### src/rtl/fl_fix_conv_pipe.sv
// Three-stage streaming converter between IEEE-754 single precision and signed fixed point.
// Direction is chosen per transaction; a single global enable stalls every stage together.
module fl_fix_conv_pipe #(
  parameter int unsigned INT_BITS  = 2,
  parameter int unsigned FRAC_BITS = 20,
  parameter int unsigned TAG_W     = 4
) (
  input  logic             clk,
  input  logic             rst,
  input  logic             in_valid,
  output logic             in_ready,
  input  logic             in_mode,
  input  logic [31:0]      in_data,
  input  logic [TAG_W-1:0] in_tag,
  output logic             out_valid,
  input  logic             out_ready,
  output logic [31:0]      out_data,
  output logic [TAG_W-1:0] out_tag,
  output logic             out_mode,
  output logic             out_ovf,
  output logic             out_nan
);

  localparam int unsigned W  = INT_BITS + FRAC_BITS;
  localparam int unsigned MW = W + 1;

  // Smallest biased exponent whose magnitude no longer fits the integer field.
  localparam logic [7:0]   OVF_EXP  = 8'(126 + INT_BITS);
  // Right-shift applied to {1.m, 32'b0} so the result lands on the fixed-point grid.
  localparam logic [8:0]   RSH_BASE = 9'(182 - FRAC_BITS);
  localparam logic [W-1:0] POS_MAX  = {1'b0, {(W-1){1'b1}}};
  localparam logic [W-1:0] NEG_MIN  = {1'b1, {(W-1){1'b0}}};

  function automatic logic [31:0] sext(input logic [W-1:0] v);
    return 32'(signed'(v));
  endfunction

  logic adv;
  assign adv      = ~out_valid | out_ready;
  assign in_ready = adv;

  // ---------------- Stage 1: unpack, classify, abs, leading-one detect ----------------
  logic [7:0]    f_exp;
  logic [22:0]   f_man;
  logic          f_nan, f_big, f_min;
  logic [8:0]    f_rsh;
  logic [W-1:0]  x_val;
  logic [MW-1:0] x_ext, x_mag;
  logic [5:0]    lod;

  assign f_exp = in_data[30:23];
  assign f_man = in_data[22:0];
  assign f_nan = (f_exp == 8'hFF) && (f_man != '0);
  assign f_big = f_exp >= OVF_EXP;
  assign f_min = in_data[31] && (f_exp == OVF_EXP) && (f_man == '0);
  assign f_rsh = RSH_BASE - {1'b0, f_exp};

  // One extra bit keeps the magnitude of the most negative input exact.
  assign x_val = in_data[W-1:0];
  assign x_ext = {x_val[W-1], x_val};
  assign x_mag = x_val[W-1] ? -x_ext : x_ext;

  always_comb begin
    lod = '0;
    for (int i = 0; i < MW; i++) begin
      if (x_mag[i]) lod = 6'(i);
    end
  end

  logic             v1_q, mode1_q, sign1_q, zero1_q, nan1_q, sat1_q, min1_q;
  logic [TAG_W-1:0] tag1_q;
  logic [23:0]      sig1_q;
  logic [8:0]       rsh1_q;
  logic [MW-1:0]    mag1_q;
  logic [5:0]       lsh1_q;
  logic [7:0]       exp1_q;

  always_ff @(posedge clk or posedge rst) begin
    if (rst) begin
      v1_q    <= 1'b0;
      mode1_q <= 1'b0;
      sign1_q <= 1'b0;
      zero1_q <= 1'b0;
      nan1_q  <= 1'b0;
      sat1_q  <= 1'b0;
      min1_q  <= 1'b0;
      tag1_q  <= '0;
      sig1_q  <= '0;
      rsh1_q  <= '0;
      mag1_q  <= '0;
      lsh1_q  <= '0;
      exp1_q  <= '0;
    end else if (adv) begin
      v1_q    <= in_valid;
      mode1_q <= in_mode;
      sign1_q <= in_mode ? x_val[W-1] : in_data[31];
      zero1_q <= in_mode ? (x_val == '0) : (f_exp == '0);
      nan1_q  <= f_nan;
      sat1_q  <= f_big && !f_nan && !f_min;
      min1_q  <= f_min;
      tag1_q  <= in_tag;
      sig1_q  <= {1'b1, f_man};
      rsh1_q  <= f_rsh;
      mag1_q  <= x_mag;
      lsh1_q  <= 6'(MW - 1) - lod;
      exp1_q  <= 8'(127 - FRAC_BITS) + {2'b0, lod};
    end
  end

  // ---------------- Stage 2: barrel shift ----------------
  logic [W-1:0] fmag_d;
  logic [22:0]  mant_d;

  assign fmag_d = W'({8'b0, sig1_q, 32'b0} >> rsh1_q);
  // Leading one moves to bit MW+23; the 23 bits beneath it are the mantissa.
  assign mant_d = 23'({mag1_q, 24'b0} << lsh1_q >> MW);

  logic             v2_q, mode2_q, sign2_q, zero2_q, nan2_q, sat2_q, min2_q;
  logic [TAG_W-1:0] tag2_q;
  logic [W-1:0]     fmag2_q;
  logic [22:0]      mant2_q;
  logic [7:0]       exp2_q;

  always_ff @(posedge clk or posedge rst) begin
    if (rst) begin
      v2_q    <= 1'b0;
      mode2_q <= 1'b0;
      sign2_q <= 1'b0;
      zero2_q <= 1'b0;
      nan2_q  <= 1'b0;
      sat2_q  <= 1'b0;
      min2_q  <= 1'b0;
      tag2_q  <= '0;
      fmag2_q <= '0;
      mant2_q <= '0;
      exp2_q  <= '0;
    end else if (adv) begin
      v2_q    <= v1_q;
      mode2_q <= mode1_q;
      sign2_q <= sign1_q;
      zero2_q <= zero1_q;
      nan2_q  <= nan1_q;
      sat2_q  <= sat1_q;
      min2_q  <= min1_q;
      tag2_q  <= tag1_q;
      fmag2_q <= fmag_d;
      mant2_q <= mant_d;
      exp2_q  <= exp1_q;
    end
  end

  // ---------------- Stage 3: negate, saturate, pack ----------------
  logic [31:0] res_d;
  logic        ovf_d, nan_d;

  always_comb begin
    res_d = '0;
    ovf_d = 1'b0;
    nan_d = 1'b0;
    if (mode2_q) begin
      if (!zero2_q) res_d = {sign2_q, exp2_q, mant2_q};
    end else if (nan2_q) begin
      res_d = sext(POS_MAX);
      nan_d = 1'b1;
    end else if (sat2_q) begin
      res_d = sext(sign2_q ? NEG_MIN : POS_MAX);
      ovf_d = 1'b1;
    end else if (min2_q) begin
      res_d = sext(NEG_MIN);
    end else if (!zero2_q) begin
      res_d = sext(sign2_q ? -fmag2_q : fmag2_q);
    end
  end

  always_ff @(posedge clk or posedge rst) begin
    if (rst) begin
      out_valid <= 1'b0;
      out_data  <= '0;
      out_tag   <= '0;
      out_mode  <= 1'b0;
      out_ovf   <= 1'b0;
      out_nan   <= 1'b0;
    end else if (adv) begin
      out_valid <= v2_q;
      if (v2_q) begin
        out_data <= res_d;
        out_tag  <= tag2_q;
        out_mode <= mode2_q;
        out_ovf  <= ovf_d;
        out_nan  <= nan_d;
      end
    end
  end

endmodule

### config.mk
export PLATFORM = sky130hd
export DESIGN_NAME = fl_fix_conv_pipe
export DESIGN_NICKNAME = d
export VERILOG_FILES = /design/src/rtl/fl_fix_conv_pipe.sv
export SDC_FILE = /design/constraint.sdc
export NUM_CORES = 1
export LEC_CHECK = 0
export CAP_MARGIN = 5
export CORE_MARGIN = 5
export CORE_UTILIZATION = 40
export CTS_CLUSTER_SIZE = 12
export DETAILED_ROUTE_END_ITERATION = 16
export GPL_ROUTABILITY_DRIVEN = 0
export PLACE_DENSITY_LB_ADDON = 0.12
export SYNTH_ARGS = -nofsm -noshare
export SYNTH_HDL_FRONTEND = slang
export SYNTH_SLANG_ARGS = --single-unit
### constraint.sdc
create_clock -name clk -period 7.6 [get_ports clk]
set_clock_uncertainty 0.1 [all_clocks]
set_input_delay 1.52 -clock clk [delete_from_list [all_inputs] [get_ports clk]]
set_output_delay 1.52 -clock clk [all_outputs]
set_load 0.02 [all_outputs]
==> results.py <==
metrics = {
    "yosys": {
        "synth_warnings": 0,
        "synth_area_mm2": 0.01140,
        "synth_area_leaders": "dfrtp_1 (40%), nand2_1 (9.6%), o21ai_0 (5.4%), mux4_2 (4.7%), a21oi_1 (4.3%)",
        "synth.distinct_cells": 78,
        "synth_top_area_share_pct": 39.73,
        "yosysSeqAreaShare_pct": 39.73,
        "synthCells": 1361,
        "syn-num-nets": 1408,
        "ys_async_sr_fraction_pct": 100.0,
        "yosys_register_bits": 181,
        "synth_top_cell_by_area": "dfrtp_1",
        "synth_top_flop_cell": "dfrtp_1",
        "synth-edff-count": 0,
        "synth.most_common_cell": "nand2_1",
        "yosys-top-cells-count": "nand2_1 (292), dfrtp_1 (181), o21ai_0 (124), nor2_1 (107), a21oi_1 (99)",
        "syn_area_per_cell_um2": 8.377,
    },
    "clock_network": {
        "worstSkewPairLatency_ps": 430,
        "cts_tree": "done",
        "h-tree-depth": 4,
        "cts_root_buffer": "clkbuf_16",
        "numClockSinks": 181,
        "cts_resized": 0,
        "post_cts_buffers": 0,
        "clk_pin_slew_ps": 80,
        "clk_path_buf_depth": 2,
        "ctsHoldBuffers": 0,
        "cts_made_buffers": 17,
    },
    "drt": {
        "routed_wl_um": 31310,
        "drc": 0,
        "drt-wirelength-per-cell_um": 17.82,
        "num_vias": 9846,
        "postRouteAntennaNets": 0,
        "viasPerCell": 5.604,
        "drt_iter0_drc": 789,
        "firstDrtPassIters": 7,
    },
    "global_routing": {
        "antenna_found_initial": 1,
        "grt-ovfl-total": 0,
        "grt_pass1_wl_um": 50890,
        "grt_use_total_pct": 19.88,
        "grt_pass1_vias": 9200,
        "grt_max_degree": 83,
    },
    "setup_path": {
        "crit_end": "lsh1_q[4]",
        "critPathMaxFanout": 16,
        "r2r_cells": 8,
        "worstPathArrival_ps": 5440,
        "r2r-end": "out_data[31]",
        "crit_chain": "clkdlybuf4s50_1, nor4_4, nand4_1, and4_1, nor3_1, o211a_1, o31ai_2, a21oi_1, inv_1, ha_1, inv_1, o2111ai_1, a21oi_1",
        "critPathCaptureType": "register",
        "critical_path_class": "in2reg",
        "startpoint_type": "input port",
        "cp.depth": 13,
        "crit_slowest_cell": "nor4_4",
        "critPathRequiredTime_ps": 7870,
        "crit_buf_inv": 3,
        "rr_startpoint": "fmag2_q[9]",
        "r2r_slack_ps": 4180,
        "max_stage_delay_ps": 830,
        "crit_family": "simple AND/OR/NAND/NOR gates",
        "crit_start": "in_data[2]",
    },
    "sta": {
        "fin_tns_setup_ps": 0,
        "worstMarginPinSlew_ps": 1217,
        "timing.final.ws_setup_ps": 2432,
        "rsz0062_at_grt": "no",
        "fin_crit_ps": 5168,
        "setup_viol_count_final": 0,
        "fmax_mhz": 193.5,
        "final_max_slew_viol_count": 0,
        "hold_viol": 0,
        "timing.slew.headroom_pct": 18.40,
        "finalCritPeriodShare_pct": 67.99,
    },
    "floorplan": {
        "start_util_pct": 40.81,
        "core_mm2": 0.02793,
        "die-area_mm2": 0.03198,
        "std_cell_rows": 61,
        "die_h_um": 178.8,
        "die_w_um": 178.8,
        "io_pins": 82,
    },
    "placement": {
        "hpwl_um": 22520,
        "place_ws_ps": 2046,
        "detailed_place.area_mm2": 0.01239,
        "io_buffers": 81,
    },
    "run": {
        "max_cap_viol_count": 0,
    },
    "hold_path": {
        "holdPathStages": 2,
        "worstHoldPathType": "reg2reg",
    },
    "power_and_ir_drop": {
        "max-vdd-ir-drop_uv": 177.6,
        "power.density_mw_per_mm2": 349.3,
        "power_leakage_nw": 5.385,
    },
    "final_layout": {
        "diodes": 0,
        "nNetsFinal": 1413,
        "areaGrowthSynthToFinish_pct": 13.97,
        "drive_gt1_share_pct": 7.904,
        "design_area_mm2": 0.01299,
    },
    "status": {
        "status": "finished, final reports clean",
    },
}
[through the flow]
stage	power [mW]	util, %	std cells	hold slack [ps]
finish	4.539	46.52	1757	370.2
global route	4.892	46.52	1757	388.3
CTS	4.578	46.52	1757	373.2
detailed placement	3.669	44.34	1725	354.5
global placement	3.654	44.34	1725	347.2
floorplan	3.011	-	1361	338.6
[logic make-up (layout without fill, tap and decap cells)]
kind of cell / count (synthesis) / in the layout / synth area share [%]
simple gates: 534 / 534 / 20.83
compound gates: 380 / 380 / 20.93
flops: 181 / 181 / 39.73
buf+inv: 134 / 152 / 4.554
mux: 79 / 79 / 9.691
xor+xnor: 47 / 47 / 3.611
fa+ha+maj: 6 / 6 / 0.6585
[routing by layer]
layer,vias to the layer above,global-route usage (%),wire length (um)
li1,4866,-,-
met1,4684,30.44,15570
met2,266,29.89,13830
met3,30,2.784,1503
met4,0,4.349,405
met5,-,0,0
[state kept, by name, indices dropped and copies added (netlist names), 4 cells and up]
name,cells
tag1_q,4
exp2_q,8
mant2_q,22
lsh1_q,6
out_tag,4
sig1_q,24
tag2_q,4
mag1_q,21
rsh1_q,9
out_data,32
exp1_q,7
fmag2_q,22
[cell usage in the layout (no fill, tap or decap), drive strengths merged, types with 30 or more instances in the layout]
| master | count |
|---|---|
| a21oi | 99 |
| clkdlybuf4s50 | 81 |
| dfrtp | 181 |
| inv | 31 |
| mux2i | 44 |
| nand2 | 292 |
| nand3 | 33 |
| nor2 | 107 |
| o21ai | 129 |
| xnor2 | 30 |
[where the power goes]
group | internal (mW) | switching (mW)
Clock | 0.456 | 0.437
Sequential | 1.27 | 0.345
Combinational | 0.867 | 1.17
Total | 2.59 | 1.95
[worst min path at each step]
stage / slack [ps] / endpoint / from
2_1_floorplan: 340 / exp2_q[0] / exp2_q[0]
3_3_place_gp: 350 / out_tag[2] / tag2_q[2]
3_5_place_dp: 350 / out_tag[3] / tag2_q[3]
4_1_cts: 370 / out_tag[2] / tag2_q[2]
5_1_grt: 390 / out_tag[3] / tag2_q[3]
6_report: 370 / out_nan / out_nan
[worst register-to-register path: cells and delay by family (launching register included)]
family | cells | cell delay, ps
compound gates | 4 | 1680
flops | 1 | 450
simple gates | 3 | 760
xor+xnor | 1 | 270
[cell type report]
cell class / instances / area [um2]
fill: 2880 / 14940
sequential: 181 / 4529
multi-input combinational: 1046 / 6370
inverter: 25 / 98.84
tap: 378 / 473.0
timing repair buffer: 95 / 915.9
clock buffer: 18 / 439.2
clock inverter: 14 / 167.7
(Power assumes the default switching activity.)
